[config.mk]
export PLATFORM = sky130hd
export DESIGN_NAME = gray_count_receiver_flat
export DESIGN_NICKNAME = d
export VERILOG_FILES = /design/src/rtl/gray_count_receiver_if.sv /design/src/rtl/gray_count_receiver.sv /design/src/flat_wrapper.sv
export SDC_FILE = /design/constraint.sdc
export NUM_CORES = 1
export LEC_CHECK = 0
export CAP_MARGIN = 15
export CORE_MARGIN = 2
export CORE_UTILIZATION = 46
export DETAILED_ROUTE_END_ITERATION = 6
export HOLD_SLACK_MARGIN = 0.12
export PLACE_DENSITY = 0.73
export SETUP_SLACK_MARGIN = 0.15
export SLEW_MARGIN = 15
export SYNTH_ARGS = -nofsm -noshare
export SYNTH_HDL_FRONTEND = slang
export SYNTH_SLANG_ARGS = --single-unit
[constraint.sdc]
create_clock -name clk -period 2.35 [get_ports clk]
set_clock_uncertainty 0.15 [all_clocks]
set_input_delay 0.47 -clock clk [delete_from_list [all_inputs] [get_ports clk]]
set_output_delay 0.47 -clock clk [all_outputs]
set_load 0.02 [all_outputs]
[src/rtl/gray_count_receiver_if.sv]
// Bus between a Gray-count source domain and its destination-side receiver.
// The master side drives the Gray count and clear; the slave side is the receiver.
interface gray_count_receiver_if #(
  parameter int unsigned WIDTH = 4
);
  logic [WIDTH-1:0] i_gray_in;
  logic             i_clear;
  logic             o_ready;
  logic [WIDTH-1:0] o_bin_out;
  logic [WIDTH-1:0] o_delta;
  logic             o_update;
  logic             o_gray_err;

  modport master (
    output i_gray_in, i_clear,
    input  o_ready, o_bin_out, o_delta, o_update, o_gray_err
  );

  modport slave (
    input  i_gray_in, i_clear,
    output o_ready, o_bin_out, o_delta, o_update, o_gray_err
  );
endinterface

[src/rtl/gray_count_receiver.sv]
// Gray-count receiver: synchronizes an async Gray bus into clk, decodes it to
// binary, reports the increment per accepted sample and flags multi-bit steps.
module gray_count_receiver #(
  parameter int unsigned WIDTH       = 4,
  parameter int unsigned SYNC_STAGES = 2
) (
  input  logic                 clk,
  input  logic                 rst_n,
  gray_count_receiver_if.slave bus
);
  localparam int unsigned CNT_W = $clog2(SYNC_STAGES + 1);

  typedef enum logic {
    S_INIT  = 1'b0,
    S_TRACK = 1'b1
  } state_t;

  logic [SYNC_STAGES-1:0][WIDTH-1:0] r_sync;
  state_t                            r_state;
  logic [CNT_W-1:0]                  r_fill;
  logic [WIDTH-1:0]                  r_prev_gray;
  logic [WIDTH-1:0]                  r_bin;
  logic [WIDTH-1:0]                  r_delta;
  logic                              r_ready;
  logic                              r_update;
  logic                              r_err;

  logic [WIDTH-1:0]                  w_sync;
  logic [WIDTH-1:0]                  w_bin;
  logic [WIDTH-1:0]                  w_diff;
  logic                              w_multi;

  // Plain flop chain; stage 0 is the metastability-exposed capture stage.
  always_ff @(posedge clk or negedge rst_n) begin
    if (!rst_n) begin
      r_sync <= '0;
    end else begin
      r_sync <= {r_sync[SYNC_STAGES-2:0], bus.i_gray_in};
    end
  end

  assign w_sync = r_sync[SYNC_STAGES-1];

  // Binary bit i is the XOR of all Gray bits at or above i.
  for (genvar gi = 0; gi < WIDTH; gi++) begin : g_decode
    assign w_bin[gi] = ^w_sync[WIDTH-1:gi];
  end

  // More than one bit set in the difference means an illegal Gray step.
  assign w_diff  = w_sync ^ r_prev_gray;
  assign w_multi = |(w_diff & (w_diff - WIDTH'(1)));

  always_ff @(posedge clk or negedge rst_n) begin
    if (!rst_n) begin
      r_state     <= S_INIT;
      r_fill      <= '0;
      r_prev_gray <= '0;
      r_bin       <= '0;
      r_delta     <= '0;
      r_ready     <= 1'b0;
      r_update    <= 1'b0;
      r_err       <= 1'b0;
    end else if (bus.i_clear) begin
      // Any in-flight transition is folded into the next baseline.
      r_state  <= S_INIT;
      r_fill   <= '0;
      r_ready  <= 1'b0;
      r_update <= 1'b0;
      r_err    <= 1'b0;
    end else begin
      r_update <= 1'b0;
      case (r_state)
        S_INIT: begin
          if (r_fill == CNT_W'(SYNC_STAGES)) begin
            r_prev_gray <= w_sync;
            r_bin       <= w_bin;
            r_delta     <= '0;
            r_ready     <= 1'b1;
            r_state     <= S_TRACK;
          end else begin
            r_fill <= r_fill + CNT_W'(1);
          end
        end
        S_TRACK: begin
          if (w_sync != r_prev_gray) begin
            r_prev_gray <= w_sync;
            r_bin       <= w_bin;
            r_delta     <= w_bin - r_bin;
            r_update    <= 1'b1;
            if (w_multi) begin
              r_err <= 1'b1;
            end
          end
        end
      endcase
    end
  end

  assign bus.o_ready    = r_ready;
  assign bus.o_bin_out  = r_bin;
  assign bus.o_delta    = r_delta;
  assign bus.o_update   = r_update;
  assign bus.o_gray_err = r_err;

endmodule

[src/flat_wrapper.sv]
// flat-port wrapper written by rule: the top's interface ports become plain ports
module gray_count_receiver_flat 
#(
  parameter int unsigned WIDTH       = 4,
  parameter int unsigned SYNC_STAGES = 2
)
  (clk, rst_n, bus_i_gray_in, bus_i_clear, bus_o_ready, bus_o_bin_out, bus_o_delta, bus_o_update, bus_o_gray_err);
  gray_count_receiver_if #(.WIDTH(WIDTH)) bus_i ();
  input  logic clk;
  input  logic rst_n;
  input wire logic [$bits(bus_i.i_gray_in)-1:0] bus_i_gray_in;
  input wire logic [$bits(bus_i.i_clear)-1:0] bus_i_clear;
  output wire logic [$bits(bus_i.o_ready)-1:0] bus_o_ready;
  output wire logic [$bits(bus_i.o_bin_out)-1:0] bus_o_bin_out;
  output wire logic [$bits(bus_i.o_delta)-1:0] bus_o_delta;
  output wire logic [$bits(bus_i.o_update)-1:0] bus_o_update;
  output wire logic [$bits(bus_i.o_gray_err)-1:0] bus_o_gray_err;
  assign bus_i.i_gray_in = bus_i_gray_in;
  assign bus_i.i_clear = bus_i_clear;
  assign bus_o_ready = bus_i.o_ready;
  assign bus_o_bin_out = bus_i.o_bin_out;
  assign bus_o_delta = bus_i.o_delta;
  assign bus_o_update = bus_i.o_update;
  assign bus_o_gray_err = bus_i.o_gray_err;
  gray_count_receiver #(.WIDTH(WIDTH), .SYNC_STAGES(SYNC_STAGES)) u_core (.clk(clk), .rst_n(rst_n), .bus(bus_i));
endmodule
* Yosys cells after proc, flatten, opt, wreduce, memory -nomap -nowiden *
Index checks and enable logic that the tools add are counted.

word-level totals
  register bits after elaboration = 26
  input port bits = 7
  word-level logic and storage cells = 60

operators by class
  $add $sub $neg = 3
  equal/unequal tests = 6
  mux-type cells = 25
  bitwise gates (word level) = 4
  reduce and logical (&&, ||, !) cells = 12

operators by type and width
  operator               count
  $mux W4                6
  $pmux W4 S2            3
  $mux W1                13
  $reduce_bool A2 Y1     4
  $mux W2                3
  $ne A2 B2 Y1 const B   3
  $reduce_and A3 Y1      2
  $and A4 B4 Y4          1
  $ne A4 B4 Y1           1
  $reduce_and A2 Y1      2
  $reduce_or A4 Y1       1
  $reduce_xor A4 Y1      1
  $sub A4 B1 Y4 const B  1
  $sub A4 B4 Y4          1
  $xor A4 B4 Y4          1
  $reduce_xor A3 Y1      1
  $add A2 B1 Y2 const B  1
  $eq A2 B2 Y1 const B   1
  $ne A2 B1 Y1 const B   1
  $not A1 Y1             2
  $reduce_xor A2 Y1      1

* Longest topological paths before layout *
  depth after elaboration = 8
  gate-level depth with buffers = 9
  mapped depth without buffers = 9

* Least setup slack after synthesis *
Ideal clock, no wire load.

  path kind = flip-flop to flip-flop
  start = register u_core.r_sync (netlist bit u_core.w_sync[3])
  end = register u_core.r_delta[1] (netlist: u_core.bus.o_delta[1])
  arrival time = 2.030 ns
  data required time = 2.075 ns
  setup slack = 0.045 ns
  cell stages (with the launch flop) = 8
  path buffers = 0
  period minus slack after synthesis = 2.305 ns
  path through = dfrtp_1 > xor2_1 > xnor2_1 > xor2_1 > ha_1 > fa_1 > nor2_1 > mux2_4

on the way
  longest elaborated chain between the ends = 4

ends and longest elaborated chain
  element                                                        RTL line                   RTL
  start, declared                                                gray_count_receiver.sv:18  logic [SYNC_STAGES-1:0][WIDTH-1:0] r_sync;
  start signal, assigned                                         gray_count_receiver.sv:38  r_sync <= {r_sync[SYNC_STAGES-2:0], bus.i_gray_in};
  $reduce_xor A4 Y1 / $reduce_xor A3 Y1 (equally long branches)  gray_count_receiver.sv:46  assign w_bin[gi] = ^w_sync[WIDTH-1:gi];
  $sub A4 B4 Y4                                                  gray_count_receiver.sv:88  r_delta <= w_bin - r_bin;
  $mux W4                                                        gray_count_receiver.sv:85  if (w_sync != r_prev_gray) begin
  $pmux W4 S2                                                    gray_count_receiver.sv:72  case (r_state)
  end signal, assigned                                           gray_count_receiver.sv:88
  end, declared                                                  gray_count_receiver.sv:23  logic [WIDTH-1:0] r_delta;

Parallel ways exist; a longest one is shown, timed or not. The select of a mux whose other input is x is not followed.
A chain may end at the register's enable or synchronous reset.

* Worst setup path after layout *
Same ends and word-level chain as after synthesis.

==> out/summary.md <==
### Outcome
• status: completed

### Clocking
• TritonCTS Buffers: 3
• clock tree from TritonCTS: built
• Clk Latency, worst-skew pair: 0.32 ns
• clock tree root buffer cell: sky130_fd_sc_hd__clkbuf_4
• buffers from clock root to sink, at most: 2
• number of H-tree branching levels: 1
• clock transition at the register clock pins on the worst setup and hold paths after CTS: 0.13 ns
• Sink Count: 25

### Timing
• slew margin rel.: 70.75%
• time the worst path needs with I/O delays and setup: 2.184 ns
• number of pins with negative max-slew slack in the final report: 0
• setup-violating endpoint count in the final report: 0
• maximum clock frequency: 458.0 MHz
• worst-margin pin slew: 0.4388 ns
• Final Hold Viols: 0
• final clock period utilization by the worst path: 92.92%
• setup repair after global routing missed its margin: yes
• Final TNS setup: 0 ns

### Synthesis
• post-synth design cell area: 1100 sq um
• per-instance average area after synthesis: 11.46 sq um
• cell taking the most area after synthesis: sky130_fd_sc_hd__dfrtp_1
• cell types with the largest area share after synthesis: sky130_fd_sc_hd__dfrtp_1 (57%), sky130_fd_sc_hd__ha_1 (4.6%), sky130_fd_sc_hd__nand2_1 (4.4%), sky130_fd_sc_hd__xor2_1 (4.0%), sky130_fd_sc_hd__xnor2_1 (3.2%)
• number of storage elements in the synthesis netlist: 25
• post-synthesis sequential area ratio: 56.88%
• Ys Warns: 0
• Net Count, Synth: 108
• post-synth top area share: 56.88%
• count of cell types in the netlist: 25
• Synth Instances: 96

### Power and ir drop
• Static Leak: 0.0006573 uW
• Power per Cell Area: 1165 nW/um^2
• worst-case vdd ir drop: 0.7706 mV

### Cells and area
• most used cells in the layout excluding fill and tap cells: sky130_fd_sc_hd__dfrtp_1 (24), sky130_fd_sc_hd__clkdlybuf4s50_1 (17), sky130_fd_sc_hd__nand2_1 (13), sky130_fd_sc_hd__nor2_1 (9), sky130_fd_sc_hd__buf_4 (9)
• Inserted Diodes: 0
• ratio of cells with drive above 1 in the final layout: 20.33%
• number of nets in the finished design: 136
• most common library cell in the layout ignoring fill and taps: sky130_fd_sc_hd__dfrtp_1
• Synth-to-Final Area Change: 28.10%
• count of fill cells added during filler insertion: 182
• final instance area: 1409 sq um

### Critical path
• FF-to-FF setup slack: 0.17 ns
• arrival time at the worst endpoint: 2.25 ns
• Worst Path Required: 2.42 ns
• critical path fanouts, max: 2
• Worst Setup Path Type: flip-flop to flip-flop
• Setup crit start kind: flip-flop
• kind of capture point of the worst setup path: flip-flop

### Global route
• global-route wire length before repair: 3111 um
• maximum number of pins on one net before global-route repair: 26
• number of antenna violations at the first check in global routing: 0
• global routing met3 resource utilization: 5.085%
• gr ovfl total: 0
• GR Layer Usage met1: 16.51%
• global routing usage summed across all routing layers: 15.52%
• met2 GRT Util: 29.79%
• number of global-route vias before repair: 767
• highest-utilization routing layer at the global route stage: met2

### Drt
• 1st-pass router iterations: 2
• count of unresolved DRC violations after routing: 0
• post-detailed-route via-to-cell ratio: 4.788
• WL final: 1779 um
• number of design-rule violations left by the first detailed-router iteration: 9
• post-detailed-route wirelength per cell: 11.78 um
• number of routed nets with antenna violations: 0
• total number of vias: 723

### Floorplan
• placeable core area: 2233 sq um
• die span in y: 52.90 um
• placement row count: 17
• DIE AREA: 2798 sq um
• starting density of the core: 49.24%
• number of primary I/O pins: 18
• die outline width: 52.90 um

### Flow run
• maxcap violations: 0

### Placed design
• global placer's final weighted congestion: 0.7879
• Area after DPL: 1326 sq um
• count of input and output buffers: 17
• hpwl dp: 1333 um

### Hold path
• Hold Path Class: flip-flop to flip-flop

report_power, final:
group,switching [uW],internal [uW]
Combinational,401,394
Clock,126,65.0
Sequential,96.9,558
Total,624,1020
critical path, cell delays in order (launching register included):
cell and delay (ns):
sky130_fd_sc_hd__dfrtp_2 0.45, sky130_fd_sc_hd__xor2_2 0.20, sky130_fd_sc_hd__xnor2_2 0.17, sky130_fd_sc_hd__xor2_2 0.16, sky130_fd_sc_hd__ha_2 0.19, sky130_fd_sc_hd__fa_1 0.47
sky130_fd_sc_hd__nor2_1 0.04, sky130_fd_sc_hd__mux2_4 0.25
worst paths after layout:
path,cells past startpoint,end,start
max in group asynchronous,2,u_core.w_sync[3],rst_n
hold / removal,0,u_core.w_sync[0],u_core.r_sync[0]
hold reg to reg,0,u_core.w_sync[0],u_core.r_sync[0]
setup reg to reg,7,u_core.bus.o_delta[1],u_core.w_sync[3]
min in group asynchronous,2,u_core.bus.o_delta[1],rst_n
setup / recovery,7,u_core.bus.o_delta[1],u_core.w_sync[3]
metrics by stage:
| step | util [%] | hold WS [ns] | setup slack [ns] | power, uW | instances |
|---|---|---|---|---|---|
| 2_1_floorplan | - | 0.02441 | 0.1475 | 1177 | 96 |
| 3_3_place_gp | 59.38 | 0.1835 | 0.09657 | 1409 | 142 |
| 3_5_place_dp | 59.38 | 0.1856 | 0.005960 | 1440 | 142 |
| 4_1_cts | 62.41 | 0.2174 | 0.1264 | 1661 | 150 |
| 5_1_grt | 63.08 | 0.2305 | 0.08852 | 1772 | 151 |
| 6_report | 63.08 | 0.2128 | 0.1664 | 1641 | 151 |
logic make-up (layout without fill, tap and decap cells):
kind of cell,count (synthesis),count (layout),share of synthesized area (%)
muxes,3,3,3.641
buffers and inverters,11,38,4.892
AOI/OAI and AO/OA,12,12,6.371
DFF,25,25,56.88
xor gates and xnor gates,10,10,8.646
and+or+nand+nor,30,30,13.20
adders and majority gates,5,5,6.371
what timing repair did:
action,4_1_cts,5_1_grt
gates resized for setup,3,2
hold buffers,0,0
buffers inserted,4,1
endpoints found under the setup margin,3,3
pin swaps,5,4
Yosys cell counts:
cell                      instances
sky130_fd_sc_hd__dfrtp_1         25
sky130_fd_sc_hd__nor3_1           3
sky130_fd_sc_hd__xnor2_1          4
sky130_fd_sc_hd__ha_1             4
sky130_fd_sc_hd__nor2_1           9
sky130_fd_sc_hd__a21o_1           1
sky130_fd_sc_hd__nand3_1          1
sky130_fd_sc_hd__fa_1             1
sky130_fd_sc_hd__mux2i_1          1
sky130_fd_sc_hd__xor2_2           1
sky130_fd_sc_hd__or2_1            1
sky130_fd_sc_hd__a31o_2           1
sky130_fd_sc_hd__buf_6            1
sky130_fd_sc_hd__inv_1            8
sky130_fd_sc_hd__a21oi_1          6
sky130_fd_sc_hd__nor4b_4          1
sky130_fd_sc_hd__nand2_1         13
sky130_fd_sc_hd__mux2_4           2
sky130_fd_sc_hd__or3_1            1
sky130_fd_sc_hd__a21oi_2          1
sky130_fd_sc_hd__buf_4            1
sky130_fd_sc_hd__o21ai_0          3
sky130_fd_sc_hd__nor2b_1          1
sky130_fd_sc_hd__xor2_1           5
sky130_fd_sc_hd__buf_2            1
state kept, by name, summed over array words and instances, names as in the netlist:
register / flops
u_core.bus.o_bin_out: 4
u_core.r_state: 1
u_core.bus.o_gray_err: 1
u_core.r_fill: 2
u_core.bus.o_ready: 1
u_core.bus.o_delta: 4
u_core.r_prev_gray: 3
u_core.r_sync: 4
u_core.bus.o_update: 1
u_core.w_sync: 4
routing by layer:
layer	share of wire, %	vias to the layer above
li1	-	356
met1	40	350
met2	54	17
met3	5.6	0
met4	0	0
met5	0	-
layout make-up:
type / count / area (sq um) / area share (%)
multi-input combinational: 60 / 449.2 / 31.88
tap: 28 / 35.03 / 2.487
sequential: 25 / 626.9 / 44.49
inverter: 8 / 30.03 / 2.131
clock buffer: 3 / 22.52 / 1.599
clock inverter: 1 / 7.507 / 0.5329
timing repair buffer: 26 / 237.7 / 16.87
No activity file was read; power rests on OpenSTA's default activity.
